==> config.mk <==
export PLATFORM = sky130hd
export DESIGN_NAME = stream_master
export DESIGN_NICKNAME = d
export VERILOG_FILES = /design/src/rtl/stream_pkg.sv /design/src/rtl/stream_cycle_timer.sv /design/src/rtl/stream_master.sv
export SDC_FILE = /design/constraint.sdc
export NUM_CORES = 1
export LEC_CHECK = 0
export BUFFER_PORTS_ARGS = -buffer_cell sky130_fd_sc_hd__buf_4
export CORE_UTILIZATION = 53
export CTS_CLUSTER_DIAMETER = 40
export CTS_CLUSTER_SIZE = 30
export DETAILED_ROUTE_END_ITERATION = 10
export PLACE_DENSITY = 0.75
export SLEW_MARGIN = 30
export SYNTH_ARGS = -nofsm -noshare
export SYNTH_HDL_FRONTEND = slang
export SYNTH_HIERARCHICAL = 1
export SYNTH_SLANG_ARGS = --single-unit
==> constraint.sdc <==
create_clock -name clk -period 3.1 [get_ports clk]
set_input_delay 0.31 -clock clk [delete_from_list [all_inputs] [get_ports clk]]
set_output_delay 0.31 -clock clk [all_outputs]
set_load 0.02 [all_outputs]
==> src/rtl/stream_pkg.sv <==
// Shared types and constants for the LED stream master and its stages.
package stream_pkg;

  typedef enum logic [2:0] {
    ST_IDLE,
    ST_ARM,
    ST_WAIT_BUSY,
    ST_WAIT_DONE,
    ST_GAP
  } state_t;

  localparam int STREAM_STEP_CYCLES = 50000000;
  localparam int STREAM_LEDS        = 8;
  localparam logic [STREAM_LEDS-1:0] LED_OFF = 8'b0;

  // Wide enough for either the ack window or a 0.5 s gap at 100 MHz.
  localparam int TIMER_W = 26;

endpackage

==> src/rtl/stream_cycle_timer.sv <==
// Loadable down-counter shared by the ack window and the inter-stage gap.
// zero flags the terminal cycle: the decrement under way lands on 0 (or it already sits there).
module stream_cycle_timer
  import stream_pkg::*;
(
  input  logic               clk,
  input  logic               reset,
  input  logic               load,
  input  logic [TIMER_W-1:0] value,
  input  logic               en,
  output logic               zero
);

  logic [TIMER_W-1:0] count;

  always_ff @(posedge clk) begin
    if (reset) begin
      count <= '0;
    end else if (load) begin
      count <= value;
    end else if (en && (count != '0)) begin
      count <= count - 1'b1;
    end
  end

  assign zero = (count <= TIMER_W'(1));

endmodule

==> src/rtl/stream_master.sv <==
// Round-robin start-token sequencer for a chain of LED sweep stages.
// Define STREAM_PINGPONG_EN for up/down ordering instead of wrap-around.
module stream_master
  import stream_pkg::*;
#(
  parameter int N_STAGES    = 4,
  parameter int ACK_TIMEOUT = 16,
  parameter int GAP_CYCLES  = STREAM_STEP_CYCLES,
  parameter int IDX_W       = $clog2(N_STAGES)
) (
  input  logic                clk,
  input  logic                reset,
  input  logic                run,
  input  logic                clear_fault,
  input  logic [N_STAGES-1:0] stage_idle,
  output logic [N_STAGES-1:0] stage_start,
  output logic [IDX_W-1:0]    active_idx,
  output logic                busy,
  output logic                fault,
  output logic [7:0]          sweep_count
);

  localparam logic [IDX_W-1:0] LAST_IDX = IDX_W'(N_STAGES - 1);

  state_t             state;
  logic               tmr_load;
  logic               tmr_en;
  logic [TIMER_W-1:0] tmr_value;
  logic               tmr_zero;
  logic               idle_sel;
  logic               all_idle;

`ifdef STREAM_PINGPONG_EN
  localparam logic [IDX_W-1:0] TURN_IDX = IDX_W'(N_STAGES - 2);
  logic dir_up;
`endif

  assign idle_sel = stage_idle[active_idx];
  assign all_idle = &stage_idle;

  always_comb begin
    tmr_load  = 1'b0;
    tmr_en    = 1'b0;
    tmr_value = TIMER_W'(GAP_CYCLES);
    case (state)
      ST_ARM: begin
        tmr_load  = 1'b1;
        tmr_value = TIMER_W'(ACK_TIMEOUT);
      end
      ST_WAIT_BUSY: begin
        if (idle_sel && tmr_zero) begin
          tmr_load = 1'b1;
        end else begin
          tmr_en = 1'b1;
        end
      end
      ST_WAIT_DONE: tmr_load = idle_sel;
      ST_GAP:       tmr_en   = 1'b1;
      default: ;
    endcase
  end

  stream_cycle_timer u_timer (
    .clk   (clk),
    .reset (reset),
    .load  (tmr_load),
    .value (tmr_value),
    .en    (tmr_en),
    .zero  (tmr_zero)
  );

  always_ff @(posedge clk) begin
    if (reset) begin
      state       <= ST_IDLE;
      stage_start <= '0;
      active_idx  <= '0;
      busy        <= 1'b0;
      fault       <= 1'b0;
      sweep_count <= '0;
`ifdef STREAM_PINGPONG_EN
      dir_up      <= 1'b1;
`endif
    end else begin
      stage_start <= '0;
      if (clear_fault) begin
        fault <= 1'b0;
      end
      case (state)
        ST_IDLE: begin
          if (run && all_idle) begin
            state <= ST_ARM;
            busy  <= 1'b1;
          end
        end
        ST_ARM: begin
          stage_start <= N_STAGES'(1) << active_idx;
          state       <= ST_WAIT_BUSY;
        end
        ST_WAIT_BUSY: begin
          if (!idle_sel) begin
            state <= ST_WAIT_DONE;
          end else if (tmr_zero) begin
            // Later than the clear so a simultaneous clear_fault cannot hide a new miss.
            fault <= 1'b1;
            state <= ST_GAP;
          end
        end
        ST_WAIT_DONE: begin
          if (idle_sel) begin
            state <= ST_GAP;
          end
        end
        ST_GAP: begin
          if (tmr_zero) begin
`ifdef STREAM_PINGPONG_EN
            if (dir_up) begin
              active_idx <= active_idx + 1'b1;
              if (active_idx == TURN_IDX) begin
                dir_up <= 1'b0;
              end
            end else begin
              active_idx <= active_idx - 1'b1;
              if (active_idx == IDX_W'(1)) begin
                dir_up      <= 1'b1;
                sweep_count <= sweep_count + 1'b1;
              end
            end
`else
            if (active_idx == LAST_IDX) begin
              active_idx  <= '0;
              sweep_count <= sweep_count + 1'b1;
            end else begin
              active_idx <= active_idx + 1'b1;
            end
`endif
            if (run && all_idle) begin
              state <= ST_ARM;
            end else begin
              state <= ST_IDLE;
              busy  <= 1'b0;
            end
          end
        end
        default: begin
          state <= ST_IDLE;
          busy  <= 1'b0;
        end
      endcase
    end
  end

endmodule
==> flow_metrics.py <==
metrics = {
    "run_status": {
        "status": "complete, no violations",
    },
    "place": {
        "dp_hpwl_um": 3920,
        "dp_cells": 385,
        "routabilityCongestion": 0.870,
        "io_buffers": 23,
        "placed_area_sq_mm": 0.00284,
    },
    "timing": {
        "relSlewSlack_pct": 54.6,
        "min_period_over_period_pct": 94.8,
        "hold_violations": 0,
        "slew_viol_final": 0,
        "min_period_ns": 2.94,
        "rsz0062_at_grt": "false",
        "finClkSkew_ns": 0.00829,
        "hold_ws_ns": 0.273,
        "tightestPinTransition_ns": 0.681,
        "fmax_mhz": 340,
        "setup_tns_ns": 0,
        "setup_viol": 0,
    },
    "critical_path": {
        "cp-end-kind": "flip-flop",
        "worst_setup_path_start_kind": "flip-flop",
        "path_max_fanout": 7,
        "critPathRequiredTime_ns": 3.31,
        "ff2ff_path_depth": 10,
        "ff2ff_setup_slack_ns": 0.16,
        "reg2reg_from": "u_timer/count[12]$_SDFFE_PP0P_",
        "path_class": "reg2reg",
        "cp.arrival_ns": 3.15,
        "startpoint": "u_timer/count[12]$_SDFFE_PP0P_",
    },
    "route": {
        "vias_per_cell": 5.90,
        "drc": 0,
        "ant_nets": 0,
        "routed_wl_um": 5750,
        "wl_per_cell_um": 14.6,
        "firstDrtPassIters": 6,
        "num_vias": 2332,
        "drt_iter0_markers": 118,
    },
    "pwr": {
        "ir_drop_mv": 0.817,
        "power_density_mw_per_mm2": 1130,
        "power_mw": 3.37,
        "cellLeakagePower_nw": 1.13,
    },
    "global_route": {
        "use_met3_pct": 3.85,
        "met1_usage_pct": 34.0,
        "grt_usage_pct": 23.9,
        "grt_max_degree": 45,
        "grt_pass1_vias": 2104,
        "grt_antenna_before_repair": 0,
        "grtUsageMet2_pct": 37.5,
        "grt_pass1_wl_um": 9700,
        "overflow": 0,
        "grt-busiest-layer": "met2",
    },
    "floorplan": {
        "fp.dieH_um": 70.9,
        "start_util_pct": 56.5,
        "floorplan.core_area_sq_mm": 0.00444,
        "num_rows": 24,
        "fp.dieW_um": 70.9,
        "fp.dieArea_sq_mm": 0.00502,
        "ios": 24,
    },
    "final_layout": {
        "fill_cells": 376,
        "postLayoutCellArea_sq_mm": 0.00298,
        "num_antenna_cells": 0,
        "nets": 354,
        "multi_input_area_sq_mm": 0.00154,
        "final_cells": 395,
        "final-seq-area_sq_um": 901,
        "drive_gt1_share_pct": 23.0,
        "areaGrowthSynthToFinish_pct": 18.7,
    },
    "logic_synthesis": {
        "syn_avg_cell_area_sq_um": 8.35,
        "synth-edff-count": 0,
        "synthCells": 301,
        "seq_area_frac_synth_pct": 35.9,
        "synth.distinct_cells": 58,
        "synthFlopType": "dfxtp_1",
        "yosys_warnings": 6,
        "ys_async_sr_fraction_pct": 0,
        "syn-cell-area_sq_mm": 0.00251,
        "ys_ff_latch": 45,
    },
    "clocking": {
        "clock_latency_ns": 0.30,
        "htree_levels": 2,
        "ctsLongestPathBuffers": 2,
        "cts.clk_slew.worst_paths_ns": 0.09,
        "cts_sinks": 45,
        "cts_root_buf": "clkbuf_8",
        "tritoncts": "done",
        "cts_made_buffers": 5,
    },
    "flow_run": {
        "maxCapViolCount": 0,
    },
    "min_path": {
        "worstHoldPathCells": 3,
        "hp-start": "clear_fault",
        "min_path_type": "in2reg",
    },
}
[synth_stat cells, types with 2 or more instances]
master | instances | area, sq um
a211oi_1 | 6 | 45.0
a21oi_1 | 13 | 65.1
a221oi_1 | 2 | 17.5
a311oi_1 | 15 | 131
a31oi_1 | 2 | 12.5
and3_1 | 2 | 12.5
buf_2 | 3 | 15.0
buf_6 | 3 | 33.8
clkbuf_1 | 12 | 45.0
dfxtp_1 | 45 | 901
ha_1 | 4 | 50.1
inv_1 | 9 | 33.8
inv_2 | 2 | 7.51
nand2_1 | 16 | 60.1
nand3_1 | 4 | 20.0
nand4_1 | 4 | 25.0
nor2_1 | 40 | 150
nor2b_1 | 2 | 12.5
nor3_1 | 12 | 60.1
nor4_1 | 7 | 43.8
nor4b_1 | 2 | 17.5
o211ai_1 | 3 | 22.5
o21ai_0 | 10 | 50.1
o21ai_1 | 3 | 15.0
o31a_2 | 3 | 30.0
o31ai_1 | 10 | 75.1
or2_2 | 3 | 18.8
or3_1 | 13 | 81.3
or3_2 | 2 | 15.0
or4_1 | 9 | 67.6
or4_2 | 3 | 26.3
or4_4 | 2 | 22.5
xnor2_1 | 8 | 70.1
xor2_1 | 3 | 26.3
[layer usage]
| layer | wire, um | up-vias |
|---|---|---|
| met3 | 143 | 7 |
| li1 | - | 1203 |
| met2 | 2580 | 33 |
| met1 | 2960 | 1089 |
| met4 | 64 | 0 |
| met5 | 0 | - |
[power by group]
group / total, mW / switching (mW) / internal (mW)
combinational: 2.05 / 1.12 / 0.929
clock: 0.401 / 0.199 / 0.202
sequential: 0.915 / 0.174 / 0.741
total: 3.37 / 1.49 / 1.87
[cells in the final DEF, fill, tap and decap left out, types with 2 or more instances in the layout]
cell type and n:
dfxtp_1 45, buf_4 41, nor2_1 40, nand2_1 16
a311oi_1 15, a21oi_1 13, or3_1 13, conb_1 13
nor3_1 10, o21ai_0 10, inv_1 9, o31ai_1 9
xnor2_1 8, nor4_1 7, clkbuf_8 7, or4_1 7
a211oi_1 6, nand3_1 4, nand4_1 4, ha_1 4
or4_4 4, o21ai_1 3, xor2_1 3, or2_2 3
o211ai_1 3, o31a_2 3, or4_2 3, nor2b_1 2
inv_2 2, a221oi_1 2, or3_2 2, nor4b_1 2
a31oi_1 2
[worst paths after layout]
check,endpoint
max,u_timer/count[11]$_SDFFE_PP0P_
min reg2reg,sweep_count[6]$_SDFFE_PP0P_
max reg2reg,u_timer/count[11]$_SDFFE_PP0P_
min,fault$_SDFF_PP0_
[critical path: stages, from the launching register on]
cell	delay (ns)
dfxtp_1	0.34
or4_4	0.54
or4_4	0.56
nor3_4	0.20
a21oi_1	0.10
o21ba_4	0.25
and3_4	0.16
o31ai_1	0.09
clkdlybuf4s15_2	0.30
o31ai_1	0.08
a311oi_1	0.23
[per-stage QoR]
step	utilization (%)	setup slack, ns
2_1_floorplan	-	0.00110
3_3_place_gp	63.9	0.190
3_5_place_dp	63.9	0.0658
4_1_cts	66.1	0.0661
5_1_grt	67.1	0.00145
6_report	67.1	0.162
[area by class of cell]
type / count / share of cell area, %
clock buffer: 7 / 3.23
clock inverter: 1 / 0.168
inverter: 11 / 1.38
multi-input combinational: 236 / 51.5
sequential: 45 / 30.2
tap: 52 / 2.18
timing repair buffer: 43 / 11.4
[cells by family (layout without fill, tap and decap cells)]
group,after synthesis,after routing,synth area share [%]
compound gates,79,79,23.2
xor+xnor,11,11,3.83
fa+ha+maj,4,4,1.99
buf+inv,32,62,6.42
flops,45,45,35.9
mux,1,1,0.896
other cells,1,13,0.149
simple gates,128,128,27.6
[flip-flops by register name (all words and copies together) (netlist names)]
signal / count
fault: 1
sweep_count: 8
state: 3
u_timer/count: 26
active_idx: 2
stage_start: 4
busy: 1
[timing repair]
item	4_1_cts	5_1_grt
gates resized for setup	0	5
endpoints found under the setup margin	0	17
buffers inserted	0	1
hold buffers	0	0
hold endpoints to repair	0	0
No activity file was read; power rests on OpenSTA's default activity.
